--- src/rtl/lab_pkg.sv ---
// Shared types and helpers for the truth-table sweeper and its dwell counter.
package lab_pkg;

  typedef enum logic [1:0] {
    IDLE   = 2'd0,
    DRIVE  = 2'd1,
    FINISH = 2'd2
  } tts_state_t;

  // Number of distinct input vectors for an n-input function.
  function automatic int unsigned vec_count(input int unsigned n);
    return 32'd1 << n;
  endfunction

endpackage

--- src/rtl/tts_dwell_counter.sv ---
// Counts the clocks each vector is held; tc marks the last clock of the dwell,
// which is the clock on which the FUT output is sampled.
module tts_dwell_counter #(
  parameter int unsigned DWELL = 20
) (
  input  logic clk,
  input  logic rst_n,
  input  logic clr,
  input  logic en,
  output logic tc
);

  localparam int unsigned CW = (DWELL > 1) ? $clog2(DWELL) : 1;

  logic [CW-1:0] cnt_q;
  logic [CW-1:0] cnt_d;

  assign tc = (cnt_q == CW'(DWELL - 1));

  always_comb begin
    // NOTE: default assignment first so no path leaves cnt_d unassigned (no latch).
    cnt_d = cnt_q;
    if (clr) begin
      cnt_d = '0;
    end else if (en) begin
      cnt_d = tc ? '0 : cnt_q + CW'(1);
    end
  end

  // NOTE: non-blocking assignments for flops so every register sees pre-edge values.
  always_ff @(posedge clk or negedge rst_n) begin
    if (!rst_n) begin
      cnt_q <= '0;
    end else begin
      cnt_q <= cnt_d;
    end
  end

endmodule

--- src/rtl/truth_table_sweeper.sv ---
// Exhaustively drives every input vector onto an external single-output function,
// captures its truth table and compares it against an expected minterm mask.
module truth_table_sweeper
  import lab_pkg::*;
#(
  parameter int unsigned                     N_IN     = 4,
  parameter int unsigned                     DWELL    = 20,
  parameter logic [vec_count(N_IN)-1:0]      EXP_MASK = '0
) (
  input  logic                          clk,
  input  logic                          rst_n,
  input  logic                          start,
  input  logic                          abort,
  output logic [N_IN-1:0]               stim,
  input  logic                          dut_f,
  output logic                          busy,
  output logic                          done,
  output logic                          pass,
  output logic [N_IN:0]                 err_count,
  output logic [N_IN-1:0]               first_err_vec,
  output logic                          first_err_valid,
  output logic [vec_count(N_IN)-1:0]    resp
);

  localparam int unsigned VEC = vec_count(N_IN);
  localparam int unsigned CW  = N_IN + 1;

  tts_state_t      state_q, state_d;
  logic [N_IN-1:0] stim_q, stim_d;
  logic            busy_q, busy_d;
  logic            done_q, done_d;
  logic            pass_q, pass_d;
  logic [CW-1:0]   err_count_q, err_count_d;
  logic [N_IN-1:0] first_err_vec_q, first_err_vec_d;
  logic            first_err_valid_q, first_err_valid_d;
  logic [VEC-1:0]  resp_q, resp_d;

  logic dwell_tc;
  logic dwell_clr;
  logic in_drive;
  logic sample;
  logic last_vec;

  assign in_drive  = (state_q == DRIVE);
  assign dwell_clr = !in_drive || abort;
  // abort beats the sample update, so a sample is only taken when not aborting.
  assign sample    = in_drive && dwell_tc && !abort;
  assign last_vec  = &stim_q;

  tts_dwell_counter #(
    .DWELL (DWELL)
  ) u_dwell (
    .clk   (clk),
    .rst_n (rst_n),
    .clr   (dwell_clr),
    .en    (in_drive),
    .tc    (dwell_tc)
  );

  always_comb begin
    state_d           = state_q;
    stim_d            = stim_q;
    busy_d            = busy_q;
    done_d            = 1'b0;
    pass_d            = pass_q;
    err_count_d       = err_count_q;
    first_err_vec_d   = first_err_vec_q;
    first_err_valid_d = first_err_valid_q;
    resp_d            = resp_q;

    unique case (state_q)
      IDLE: begin
        stim_d = '0;
        if (start && !abort) begin
          state_d           = DRIVE;
          busy_d            = 1'b1;
          err_count_d       = '0;
          first_err_vec_d   = '0;
          first_err_valid_d = 1'b0;
          resp_d            = '0;
          pass_d            = 1'b0;
        end
      end

      DRIVE: begin
        if (abort) begin
          state_d = IDLE;
          busy_d  = 1'b0;
          stim_d  = '0;
        end else if (sample) begin
          resp_d[stim_q] = dut_f;
          if (dut_f != EXP_MASK[stim_q]) begin
            err_count_d = err_count_q + CW'(1);
            if (!first_err_valid_q) begin
              first_err_vec_d   = stim_q;
              first_err_valid_d = 1'b1;
            end
          end
          if (last_vec) begin
            // pass must reflect the final vector's compare, hence err_count_d.
            state_d = FINISH;
            busy_d  = 1'b0;
            done_d  = 1'b1;
            stim_d  = '0;
            pass_d  = (err_count_d == '0);
          end else begin
            stim_d = stim_q + N_IN'(1);
          end
        end
      end

      FINISH: begin
        state_d = IDLE;
      end

      default: begin
        state_d = IDLE;
        busy_d  = 1'b0;
        stim_d  = '0;
      end
    endcase
  end

  always_ff @(posedge clk or negedge rst_n) begin
    if (!rst_n) begin
      state_q           <= IDLE;
      stim_q            <= '0;
      busy_q            <= 1'b0;
      done_q            <= 1'b0;
      pass_q            <= 1'b0;
      err_count_q       <= '0;
      first_err_vec_q   <= '0;
      first_err_valid_q <= 1'b0;
      // NOTE: resp is a plain flop vector, not a RAM, so it is safe to reset.
      resp_q            <= '0;
    end else begin
      state_q           <= state_d;
      stim_q            <= stim_d;
      busy_q            <= busy_d;
      done_q            <= done_d;
      pass_q            <= pass_d;
      err_count_q       <= err_count_d;
      first_err_vec_q   <= first_err_vec_d;
      first_err_valid_q <= first_err_valid_d;
      resp_q            <= resp_d;
    end
  end

  assign stim            = stim_q;
  assign busy            = busy_q;
  assign done            = done_q;
  assign pass            = pass_q;
  assign err_count       = err_count_q;
  assign first_err_vec   = first_err_vec_q;
  assign first_err_valid = first_err_valid_q;
  assign resp            = resp_q;

endmodule

--- config.mk ---
export PLATFORM = sky130hd
export DESIGN_NAME = truth_table_sweeper
export DESIGN_NICKNAME = d
export VERILOG_FILES = /design/src/rtl/lab_pkg.sv /design/src/rtl/tts_dwell_counter.sv /design/src/rtl/truth_table_sweeper.sv
export SDC_FILE = /design/constraint.sdc
export NUM_CORES = 1
export LEC_CHECK = 0
export ABC_AREA = 1
export BUFFER_PORTS_ARGS = -buffer_cell sky130_fd_sc_hd__clkbuf_2
export CORE_ASPECT_RATIO = 0.8
export CORE_MARGIN = 5
export CORE_UTILIZATION = 55
export CTS_CLUSTER_DIAMETER = 200
export DETAILED_ROUTE_END_ITERATION = 10
export PLACE_DENSITY_LB_ADDON = 0.3
export SETUP_SLACK_MARGIN = 0.2
export SLEW_MARGIN = 10
export SYNTH_ARGS = -nofsm -noshare
export SYNTH_HDL_FRONTEND = slang
export SYNTH_SLANG_ARGS = --single-unit
--- constraint.sdc ---
create_clock -name clk -period 1.8 [get_ports clk]
set_input_delay 0.09 -clock clk [delete_from_list [all_inputs] [get_ports clk]]
set_output_delay 0.09 -clock clk [all_outputs]
set_load 0.01 [all_outputs]
; Word level (Yosys, flattened, before mapping)
; Memories as Yosys holds them, arrays and structs flattened.
; Index checks and enable logic that the tools add are counted.
; W data, S select, Z words.
[totals]
regBits = 40
input_bits = 5
memories = 1
out_inout_bits = 33
wordCells = 100
rom_bits = 16
[classes]
n_lt_le_gt_ge = 2
reduce_logical = 19
n_mux = 52
n_bitwise = 1
n_eq_ne = 12
n_addsub = 3
[mem_list]
columns = name, depth, word_bits, rd, rd_clocked_by_memory_dff, wr, line
row1 = (name not given), 16, 1, 1, 0, 0, truth_table_sweeper.sv:92  ; if (dut_f != EXP_MASK[stim_q]) begin
[op_table]
columns = cell, n
row1 = $mux W5, 10
row2 = $mux W16, 3
row3 = $mux W4, 8
row4 = $pmux W16 S2, 1
row5 = $mux W1, 17
row6 = $bwmux W16, 1
row7 = $pmux W4 S2, 2
row8 = $reduce_and A4 Y1, 3
row9 = $add A5 B1 Y5 const B, 2
row10 = $pmux W5 S2, 1
row11 = $reduce_and A5 Y1, 2
row12 = $mux W2, 4
row13 = $ne A2 B1 Y1 const B, 3
row14 = $ne A2 B2 Y1 const B, 3
row15 = $ne A3 B2 Y1 const B, 2
row16 = $reduce_and A6 Y1, 1
row17 = $eq A5 B5 Y1 const B, 1
row18 = $logic_not A5 Y1, 1
row19 = $lt A4 B5 Y1 const B, 1
row20 = $add A4 B1 Y4 const B, 1
row21 = $demux W1 S4, 1
row22 = $ge A4 B1 Y1 const B, 1
row23 = $logic_and A1 B1 Y1, 4
row24 = $pmux W1 S2, 2
row25 = other kinds (12), 14

; Depth between registers and ports, before layout
[logic_depth]
word_depth = 12
ltp_mapped = 10

; Cells and area by module
; Synthesis repeated with hierarchy kept, for this count alone.
[unflattened]
cells_unflattened = 276
area_unflattened_um2 = 2107.0
[modules_own_cells]
columns = mod, area_each_um2, instances, cells_per_inst
row1 = truth_table_sweeper, 1806.7, 1, 232
row2 = tts_dwell_counter, 300.3, 1, 44

; Worst setup path after synthesis
; OpenSTA, ideal clock, no wires.
[synth_path]
path_type = register to register
start = reg u_dwell.cnt_q[0]
end = reg resp_q[0], in the netlist resp[0]
path_slack_ns = 0.327
stages_incl_launch_ff = 10
arrival_time_ns = 1.346
required_ns = 1.673
setup_ns = 0.127
path_cell_list = dfrtp_1 -> ha_1 -> nand2_1 -> nor2_4 -> nand2_4 -> nand2_2 -> buf_4 -> o21ai_0 -> nand2_1 -> o21ai_0
[synth_via]
elab_chain_cells = 5
[synth_rtl]
columns = element, line
row1 = from (decl), tts_dwell_counter.sv:15  ; logic [CW-1:0] cnt_q;
row2 = from (signal assigned), tts_dwell_counter.sv:35  ; cnt_q <= cnt_d;
row3 = $eq A5 B5 Y1, tts_dwell_counter.sv:18  ; assign tc = (cnt_q == CW'(DWELL - 1));
row4 = $logic_and A1 B1 Y1 (2 in series), truth_table_sweeper.sv:47  ; assign sample = in_drive && dwell_tc && !abort;
row5 = $ne A2 B1 Y1 (no line), -
row6 = $reduce_and A4 Y1 (no line), -
row7 = to (signal assigned), truth_table_sweeper.sv:145  ; resp_q <= resp_d;
row8 = to (decl), truth_table_sweeper.sv:36  ; logic [VEC-1:0] resp_q, resp_d;
; Every way passes these cells.
; A chain may end at the register's enable or synchronous reset.

; Final worst setup path
[layout_path]
start = reg state_q[1]
end = reg resp_q[1], in the netlist resp[1]
[layout_via]
elab_chain_cells = 5
word_cells_on_any_way = 10
cone_classes = 4 x eq/ne / 1 x mux / 5 x reduce/logical
[layout_rtl]
columns = element, line
row1 = from (decl), truth_table_sweeper.sv:28  ; tts_state_t state_q, state_d;
row2 = from (signal assigned), truth_table_sweeper.sv:137  ; state_q <= state_d;
row3 = $eq A2 B1 Y1, "truth_table_sweeper.sv:44, truth_table_sweeper.sv:71"
row4 = $logic_and A1 B1 Y1 (2 in series), truth_table_sweeper.sv:47
row5 = $ne A2 B1 Y1 (no line), -
row6 = $reduce_and A4 Y1 (no line), -
; Several ways; a longest one is shown, not always the timed one.

==> reports/results.tsv <==
stage	metric	value	unit
critical_path	r2r_end	resp[1]	
timing	slew_viol_final	0	
yosys	synth_edf_count	0	
pwr	p_switching	0.000510	W
detailed_routing	drt-pass1-iter-count	4	
global_route	gr-total-overflow	0	
global_route	grt_max_degree	27	
pwr	p_int	0.00144	W
yosys	syn_area	0.00202	mm2
yosys	avgSynthCellArea	8.04	um2
floorplan	die_x	77.7	um
pwr	combPwrFrac	14.2	%
pwr	p_clk_share	37.3	%
detailed_routing	wl_met2	1.93	mm
layout	syn_to_final_growth	22.6	%
yosys	yosysMostFrequentCell	nand2_1	
clock_tree	numCtsBuffers	5	
floorplan	num_rows	19	
layout	n_antenna_cell	0	
min_path	min_to	stim[3]	
clock_tree	cts_root_buffer	clkbuf_8	
pwr	seqPwrFrac	48.5	%
critical_path	cp_data_required_time	1970	ps
detailed_routing	vias_per_cell	5.11	
floorplan	start_util	57.7	%
min_path	worstHoldPathType	in2reg	
detailed_routing	top_layer	met4	
critical_path	cp_slowest_cell	dfrtp_1	
min_path	hp-start	abort	
yosys	synthArstFlopShare	100	%
detailed_routing	drt_iter0_drc	160	
critical_path	ff2ff_setup_slack	300	ps
min_path	whs_path_depth	4	
floorplan	coreArea	0.00349	mm2
detailed_routing	drc_errors	0	
pwr	ir_worst_vdd	682	uV
detailed_routing	wl_met1	2.28	mm
yosys	yosysTopAreaCell	dfrtp_1	
yosys	synth_top_area_share	49.6	%
yosys	yosysWarnings	0	
detailed_routing	num_vias	1768	
yosys	synth_fp_nets	262	
yosys	ys_types	24	
floorplan	dieArea	0.00499	mm2
timing	max_slew_margin	75.9	%
timing	post-route-min-period	1500	ps
clock_tree	clk_latency	300	ps
critical_path	worst_path_largest_cell_delay	390	ps
critical_path	cp-start-kind	flop	
global_route	antenna_found_initial	0	
placed_design	dp_hpwl	3.32	mm
clock_tree	h-tree-depth	2	
critical_path	r2r_cells	8	
layout	fillers	291	
critical_path	cp_common_cell	nand2_4	
critical_path	rr_startpoint	state_q[1]	
timing	rsz0062_at_grt	true	
timing	fin_crit_sh	83.4	%
timing	finalHoldViolations	0	
global_route	grt.total_usage	19.5	%
timing	setup_viol	0	
placed_design	place_congestion	0.920	
layout	multi_input_area	886	um2
timing	max_slew.worst_pin.slew	361	ps
critical_path	path_max_fanout	21	
yosys	ys_ff_latch	40	
pwr	power_density	790	mW/mm2
pwr	p_leak	1.25	nW
critical_path	crit_chain	inv_1 -> nand2_4 -> nor2_8 -> nand2_4 -> nand2_8 -> o21ai_0 -> nand2_1 -> o21ai_1	
detailed_routing	ant_nets	0	
critical_path	critPathKind	reg2reg	
pwr	power.share.switching	26.1	%
timing	fmax	666	MHz
floorplan	dieHeight	64.2	um
global_route	grt_pass1_vias	1667	
timing	holdWs	204	ps
detailed_routing	routed_wl	4.60	mm
yosys	synth-main-ff-cell	dfrtp_1	
placed_design	port_buffers	37	
timing	finalClockSkew	13.0	ps
critical_path	arrival	1670	ps
status	status	complete, no violations	
critical_path	crit_path_end_kind	flop	
detailed_routing	wl_met3	301	um
layout	regArea	0.00100	mm2
timing	fin_tns_setup	0	ps
layout	drive_gt1_share	23.4	%
yosys	yosysSeqAreaShare	49.6	%
floorplan	io_pins	38	
clock_tree	cts_sinks	40	
clock_tree	clock_path_buffers	2	
yosys	synth_area_leaders	dfrtp_1 50%, nand2_1 12%, o21ai_0 7.9%	
clock_tree	cts_tree	built	
clock_tree	clk_pin_slew	80	ps
global_route	grt_first_pass_wirelength	7.74	mm
flow_run	maxCapViolations	0	
layout	finalNetCount	314	
yosys	synth_cells	251	
yosys	synthTopCellsByCount	64 x nand2_1, 40 x dfrtp_1, 36 x inv_1	
detailed_routing	drt-wirelength-per-cell	13.3	um
[logic make-up after synthesis]
family                     Yosys count  share of synthesized area (%)
AOI/OAI and AO/OA                   41                           10.5
xor gates and xnor gates             5                           2.17
DFF                                 40                           49.6
adders and majority gates            6                           3.72
and+or+nand+nor                    118                           25.7
buffers and inverters               41                           8.25
[layout make-up]
type,instances,area share [%]
flip-flops and latches,40,40.5
well taps,42,2.13
repair buffers,50,11.5
clock buffers,5,2.78
clock inverters,3,1.72
inverters,36,5.47
multi-input cells,170,35.8
[metal layers]
metal  track usage [%]  vias to the layer above
met2              27.4                       73
met1              28.3                      788
met3              4.92                        9
met4              9.01                        0
met5                 0                        -
li1                  -                      898
[how the worst max path moves through the flow]
stage                                start          endpoint  slack [ps]  cells past startpoint
after floorplan           u_dwell.cnt_q[0]           resp[0]         330                      9
after global placement          state_q[1]  first_err_vec[2]         210                      8
after detailed placement        state_q[1]  first_err_vec[2]          90                      8
after CTS                 u_dwell.cnt_q[0]           resp[4]         170                      6
after global routing            state_q[1]           resp[4]         170                      8
final                           state_q[1]           resp[1]         300                      8
[power groups by stage]
stage	Combinational (W)	Clock, W	Sequential, W
floorplan	0.000131	0	0.000971
global placement	0.000204	0	0.000963
detailed placement	0.000211	0	0.000965
CTS	0.000217	0.000743	0.000948
global route	0.000306	0.000788	0.000952
finish	0.000277	0.000728	0.000947
[through the flow]
step	std cells	worst slack, ps	instance area [um2]	utilization [%]	total power [W]
6_report	346	300	2470	70.7	0.00195
5_1_grt	346	174	2470	70.7	0.00205
4_1_cts	338	175	2380	68.2	0.00191
3_5_place_dp	329	93.5	2250	64.5	0.00118
3_3_place_gp	329	206	2250	64.5	0.00117
2_1_floorplan	251	327	2020	-	0.00110
[placed cells by master, fill, tap and decap left out, types with 2 or more instances in the layout]
cell      instances
o21ai_1           8
dfrtp_1          39
ha_1              5
nor2_1           26
xor2_1            4
o22ai_1           2
nand2_4           2
o21ai_0          30
clkbuf_2         37
clkbuf_8          5
nand2_1          62
buf_4            12
nand3_1          17
inv_1            36
nand2_2           3
[state kept, by name (all words and copies together), names as in the netlist]
register,cells
stim,4
done,1
first_err_vec,4
state_q,2
resp,16
first_err_valid,1
busy,1
err_count,5
u_dwell.cnt_q,5
pass,1
[repair_timing]
action / 4_1_cts / 5_1_grt
pin swaps: 0 / 2
buffers inserted: 0 / 8
hold buffers: 1 / 0
resized for setup: 2 / 9
gates cloned: 0 / 0
hold endpoints to repair: 14 / 0
setup endpoints to repair: 20 / 27
[worst max-delay path: cells and delay by family (launching register included)]
family,cells,cell delay (ps)
flops,1,390
compound gates,2,200
buf+inv,1,130
simple gates,5,670
Power figures use the tool's default switching activity.
